===== config.mk =====
export PLATFORM = sky130hd
export DESIGN_NAME = ov7670_pixel_capture
export DESIGN_NICKNAME = d
export VERILOG_FILES = /design/src/rtl/ov7670_pixel_capture.sv
export SDC_FILE = /design/constraint.sdc
export NUM_CORES = 1
export LEC_CHECK = 0
export CAP_MARGIN = 20
export CORE_UTILIZATION = 40
export DETAILED_ROUTE_END_ITERATION = 8
export GPL_TIMING_DRIVEN = 0
export PLACE_DENSITY = 0.68
export SETUP_SLACK_MARGIN = 0.15
export SYNTH_ARGS = -nofsm -noshare
export SYNTH_HDL_FRONTEND = slang
export SYNTH_SLANG_ARGS = --single-unit
export TNS_END_PERCENT = 5

===== constraint.sdc =====
create_clock -name clk -period 4.83 [get_ports clk]
set_input_delay 0.966 -clock clk [delete_from_list [all_inputs] [get_ports clk]]
set_output_delay 0.966 -clock clk [all_outputs]
set_load 0.05 [all_outputs]

===== src/rtl/ov7670_pixel_capture.sv =====
// OV7670 parallel-bus capture: synchronizes the camera pins into clk and
// assembles byte pairs into RGB565 pixels with coordinates and frame markers.
module ov7670_pixel_capture #(
    parameter int SYNC_STAGES = 2,
    parameter int FRAME_W     = 320,
    parameter int FRAME_H     = 240
) (
    input  logic       clk,
    input  logic       rst_n,
    input  logic       ena,
    input  logic [7:0] cam_d,
    input  logic       cam_pclk,
    input  logic       cam_href,
    input  logic       cam_vsync,
    output logic       pix_valid,
    output logic [4:0] pix_r,
    output logic [5:0] pix_g,
    output logic [4:0] pix_b,
    output logic [9:0] pix_x,
    output logic [8:0] pix_y,
    output logic       frame_start,
    output logic       line_end,
    output logic       frame_end,
    output logic       frame_ok,
    output logic [7:0] frame_cnt
);

    localparam logic [9:0] FRAME_W_C = 10'(FRAME_W);
    localparam logic [8:0] FRAME_H_C = 9'(FRAME_H);
    localparam logic [9:0] X_MAX     = 10'd1023;
    localparam logic [8:0] Y_MAX     = 9'd511;

    typedef struct packed {
        logic [7:0] d;
        logic       vsync;
        logic       href;
        logic       pclk;
    } cam_t;

    typedef enum logic [1:0] {
        WAIT_VS,
        VBLANK,
        ACTIVE
    } state_t;

    cam_t   sync_q [SYNC_STAGES];
    cam_t   cam_s;
    logic   pclk_prev_q;
    logic   href_prev_q;
    logic   vsync_prev_q;
    logic   pclk_rise;
    logic   href_fall;
    logic   vs_rise;
    logic   vs_fall;

    state_t     state_q;
    logic       phase_q;
    logic [7:0] hi_q;
    logic [9:0] x_q;
    logic [8:0] y_q;
    logic [8:0] y_d;
    logic       line_err_q;
    logic       line_err_d;

    logic       pix_valid_q;
    logic [4:0] pix_r_q;
    logic [5:0] pix_g_q;
    logic [4:0] pix_b_q;
    logic [9:0] pix_x_q;
    logic [8:0] pix_y_q;
    logic       frame_start_q;
    logic       line_end_q;
    logic       frame_end_q;
    logic       frame_ok_q;
    logic [7:0] frame_cnt_q;

    // All camera pins share one chain so data stays aligned with its PCLK edge.
    always_ff @(posedge clk or negedge rst_n) begin
        if (!rst_n) begin
            // NOTE: the synchronizer is a handful of flops, not a RAM, so resetting it is cheap and keeps edges clean after reset.
            for (int i = 0; i < SYNC_STAGES; i++) sync_q[i] <= '0;
            pclk_prev_q  <= 1'b0;
            href_prev_q  <= 1'b0;
            vsync_prev_q <= 1'b0;
        end else if (ena) begin
            // NOTE: non-blocking assignments make every stage sample the old value of its neighbour, forming a true shift chain.
            sync_q[0] <= {cam_d, cam_vsync, cam_href, cam_pclk};
            for (int i = 1; i < SYNC_STAGES; i++) sync_q[i] <= sync_q[i-1];
            pclk_prev_q  <= cam_s.pclk;
            href_prev_q  <= cam_s.href;
            vsync_prev_q <= cam_s.vsync;
        end
    end

    assign cam_s     = sync_q[SYNC_STAGES-1];
    assign pclk_rise = cam_s.pclk & ~pclk_prev_q;
    assign href_fall = ~cam_s.href & href_prev_q;
    assign vs_rise   = cam_s.vsync & ~vsync_prev_q;
    assign vs_fall   = ~cam_s.vsync & vsync_prev_q;

    // Line bookkeeping resolved first so a coincident vs_rise sees the finished line.
    always_comb begin
        // NOTE: defaults before any condition keep this block free of inferred latches.
        line_err_d = line_err_q;
        y_d        = y_q;
        if (href_fall) begin
            if (x_q != FRAME_W_C || phase_q) line_err_d = 1'b1;
            if (y_q != Y_MAX) y_d = y_q + 9'd1;
        end
    end

    always_ff @(posedge clk or negedge rst_n) begin
        if (!rst_n) begin
            state_q       <= WAIT_VS;
            phase_q       <= 1'b0;
            hi_q          <= '0;
            x_q           <= '0;
            y_q           <= '0;
            line_err_q    <= 1'b0;
            pix_valid_q   <= 1'b0;
            pix_r_q       <= '0;
            pix_g_q       <= '0;
            pix_b_q       <= '0;
            pix_x_q       <= '0;
            pix_y_q       <= '0;
            frame_start_q <= 1'b0;
            line_end_q    <= 1'b0;
            frame_end_q   <= 1'b0;
            frame_ok_q    <= 1'b0;
            frame_cnt_q   <= '0;
        end else if (!ena) begin
            pix_valid_q   <= 1'b0;
            frame_start_q <= 1'b0;
            line_end_q    <= 1'b0;
            frame_end_q   <= 1'b0;
        end else begin
            pix_valid_q   <= 1'b0;
            frame_start_q <= 1'b0;
            line_end_q    <= 1'b0;
            frame_end_q   <= 1'b0;
            case (state_q)
                WAIT_VS: begin
                    if (vs_rise) state_q <= VBLANK;
                end
                VBLANK: begin
                    if (vs_fall) begin
                        frame_start_q <= 1'b1;
                        line_err_q    <= 1'b0;
                        x_q           <= '0;
                        y_q           <= '0;
                        phase_q       <= 1'b0;
                        state_q       <= ACTIVE;
                    end
                end
                ACTIVE: begin
                    if (pclk_rise && cam_s.href) begin
                        if (!phase_q) begin
                            hi_q    <= cam_s.d;
                            phase_q <= 1'b1;
                        end else begin
                            pix_valid_q <= 1'b1;
                            pix_r_q     <= hi_q[7:3];
                            pix_g_q     <= {hi_q[2:0], cam_s.d[7:5]};
                            pix_b_q     <= cam_s.d[4:0];
                            pix_x_q     <= x_q;
                            pix_y_q     <= y_q;
                            phase_q     <= 1'b0;
                            if (x_q != X_MAX) x_q <= x_q + 10'd1;
                        end
                    end
                    if (href_fall) begin
                        line_end_q <= 1'b1;
                        x_q        <= '0;
                        phase_q    <= 1'b0;
                    end
                    line_err_q <= line_err_d;
                    y_q        <= y_d;
                    if (vs_rise) begin
                        frame_end_q <= 1'b1;
                        frame_ok_q  <= !line_err_d && (y_d == FRAME_H_C);
                        frame_cnt_q <= frame_cnt_q + 8'd1;
                        state_q     <= VBLANK;
                    end
                end
                default: state_q <= WAIT_VS;
            endcase
        end
    end

    assign pix_valid   = pix_valid_q;
    assign pix_r       = pix_r_q;
    assign pix_g       = pix_g_q;
    assign pix_b       = pix_b_q;
    assign pix_x       = pix_x_q;
    assign pix_y       = pix_y_q;
    assign frame_start = frame_start_q;
    assign line_end    = line_end_q;
    assign frame_end   = frame_end_q;
    assign frame_ok    = frame_ok_q;
    assign frame_cnt   = frame_cnt_q;

endmodule


==> impl_results.md, run 1 <==
- Gate power share: 15.6%
- Worst path depth: 1
- Clock Tree Root: clkbuf_8
- Tot Pwr: 1.87 mW
- Vias: 3,080
- Crit path kind: flip-flop to output pin
- CTS Hold Bufs: 0
- Outcome: finished, final reports clean
- Initial antenna violation count: 0
- Cell area after synthesis: 4510 µm²
- DIE AREA: 11,700 µm²
- Post-Syn Area per Cell: 12.6 µm²
- Max_slew headroom: 52.1%
- Final Instance Area: 5520 µm²
- Count leader, synth: dfrtp_1
- Num ports: 62
- Syn Nets: 377
- RSZ-0062 raised after global routing: false
- Placed insts: 560
- HP Start: frame_cnt[7]
- Worst setup EP type: output pin
- Area growth from synthesis to layout: 22.4%
- Clk pwr share: 29.5%
- Post-cts gate resize count: 0
- TritonCTS Buffers: 9
- Die height: 108 µm
- Antenna cells: 0
- Post-DRT Antenna Nets: 0
- Port Buffers: 60
- Clock Pin Slew Worst Setup and Hold Paths: 110 ps
- Count of cell types in the netlist: 55
- Layout cell share with drive strength beyond 1: 24.5%
- Final setup vio count: 0
- Post-CTS setup buffer count: 0
- Vias per cell: 5.35
- Reg2reg setup slack: 2770 ps
- Total wire length: 8750 µm
- First-pass GRT wire length: 14,700 µm
- Worst-Margin Slew: 711 ps
- Seq/Total Area, Yosys: 57.7%
- CP bufs+invs: 1
- Mean routed wirelength per cell: 15.2 µm
- Most instantiated cells after synthesis: dfrtp_1, mux2_2, nand2_1
- Vias in the first global route: 3,039
- Max Cap Viol: 0
- Final period util: 54.0%
- Worst-path fanout max: 5
- Sw Pwr: 566 µW
- NumNets Final: 449
- DP HPWL: 6130 µm
- Clock Skew: 21.5 ps
- Gr usage total: 16.2%
- CP peak stage delay: 830 ps
- Yosys warns: 0
- First-pass detailed-route iteration total: 4
- Top cell type's share of synthesized area: 57.7%
- Final hold vios: 0
- Core footprint: 10,900 µm²
- Hold WC Path Type: flip-flop to flip-flop
- Largest net degree at the start of global routing: 74
- Post-layout minimum cycle time: 2610 ps
- Async S/R FF share, synth: 100%
- Leakage: 2.50 nW
- Drt drc: 0
- Most used flip-flop cell after synthesis: dfrtp_1
- FF-to-FF Start: x_q[1]
- Initial drt markers: 103
- CTS tree: built
- FF-to-FF End: x_q[7]
- H-Tree Depth: 3
- CP delay by family, top: buffers and inverters
- CP startpoint: frame_cnt[3]
- Synth Instances: 359
- Area leader, netlist: dfrtp_1
- Max-slew violations: 0
- Critical-path cell list: clkdlybuf4s50_1
- Post-synth EDFFs: 0
- Clock Path Buffers: 2
- Gr ovfl total: 0
- VDD IR max: 0.194 mV
- PwrDens: 339 nW/µm²
- Chip width: 108 µm
- Non-Filler Instances: 576
- Sequential share of power: 54.9%
- Initial Util: 41.4%
- Routability Congestion: 0.843
- Clock Latency Late Sink: 380 ps
- Cell internal pwr: 1.30 mW
- # rows: 38
- Max Freq: 384 MHz
- Placed Area: 5310 µm²
- Final hold slack: 488 ps
- Worst setup path end: frame_cnt[3]
- Worst setup SP type: flip-flop
- Required @ worst endpoint: 3860 ps
- Path depth of the worst reg2reg path: 7
- Net Sw Frac: 30.3%
- CP Data Arrival Time: 1640 ps
- Top cells by area, synth: dfrtp_1, mux2_2, o21ai_0
- Clock sink count: 104
- CP max stage cell: clkdlybuf4s50_1
- Seq cells post-synth: 104
final cells by class:
type	instances	area (µm²)
fillers	977	5370
flip-flops and latches	104	2600
multi-input cells	232	1790
repair buffers	61	626
well taps	140	175
clock buffers	9	124
plain buffers	17	88.8
clock inverters	7	86.3
inverters	6	22.5
power groups by stage:
stage | Clock, mW | Combinational, mW | Sequential [mW]
after floorplan | 0 | 0.167 | 1.07
after global placement | 0 | 0.284 | 1.04
after detailed placement | 0 | 0.294 | 1.04
after CTS | 0.570 | 0.295 | 1.03
after global routing | 0.602 | 0.320 | 1.04
final | 0.551 | 0.291 | 1.03
metrics by stage:
step | util, % | worst slack (ps) | setup TNS (ps)
5_1_grt | 50.7 | 2160 | 0
6_report | 50.7 | 2220 | 0
3_3_place_gp | 48.5 | -1080 | -111330
4_1_cts | 50.7 | 2190 | 0
3_5_place_dp | 48.7 | 2180 | 0
2_1_floorplan | - | 2500 | 0
worst min-delay path by stage:
stage | endpoint | slack (ps) | depth (start not counted)
after floorplan | pclk_prev_q | 470 | 1
after global placement | frame_cnt[7] | 460 | 1
after detailed placement | pix_x[0] | 480 | 2
after CTS | frame_cnt[7] | 490 | 1
after global routing | frame_cnt[7] | 500 | 1
final | frame_cnt[7] | 490 | 1
state kept, by name, indices dropped and copies added (netlist names), 2 cells and up:
name       flops
sync_q        11
pix_y          9
state_q        2
y_q            9
frame_cnt      8
pix_b          5
pix_g          6
pix_r          5
pix_x         10
hi_q           8
cam_s         11
x_q           10
cell usage in the layout, fill, tap and decap left out, types with 3 or more instances in the layout:
master / n
a21oi_1: 11
nand3_1: 15
nor3_1: 3
clkdlybuf4s50_1: 59
o31ai_1: 6
a31oi_1: 4
and3_1: 3
clkinv_8: 3
a41oi_1: 6
buf_2: 10
dfrtp_1: 104
o21ai_0: 24
xnor2_1: 6
and2_1: 3
inv_1: 6
mux2_2: 67
clkbuf_8: 9
nor2_1: 10
ha_1: 4
buf_1: 3
nand2_1: 27
nor2b_1: 3
kinds of logic after synthesis:
| logic type | count (synthesis) | synth area share [%] |
|---|---|---|
| flip-flops | 104 | 57.7 |
| buffers and inverters | 23 | 2.47 |
| multiplexers | 67 | 16.7 |
| adder cells (fa/ha/maj) | 4 | 1.11 |
| XOR/XNOR | 8 | 1.55 |
| AND/OR/NAND/NOR | 85 | 10.6 |
| AO/OA/AOI/OAI | 68 | 9.77 |
routing by layer:
metal	share of wire, %	global-route usage, %	up-vias
met3	5.7	4.16	9
li1	-	-	1445
met1	45	21.9	1552
met2	48	25.3	74
met4	1.4	5.87	0
met5	0	0	-
No activity file was read; power rests on OpenSTA's default activity.
==> run 2: changes to the inputs <==
==> constraint.sdc (replaced) <==
create_clock -name clk -period 2.6 [get_ports clk]
set_input_delay 0.52 -clock clk [delete_from_list [all_inputs] [get_ports clk]]
set_output_delay 0.52 -clock clk [all_outputs]
set_load 0.05 [all_outputs]
==> results of run 2 <==
The final DEF is identical to that of run 1. Status: finished, final reports clean.
Main changes from that run: setup slack after placement 2180 ps -> 398 ps; setup slack after layout 2220 ps -> 440 ps; hold slack 488 ps -> 76.4 ps; register-to-register setup slack 2770 ps -> 540 ps; total power 1.87 mW -> 3.47 mW; worst IR drop on VDD 0.194 mV -> 0.361 mV
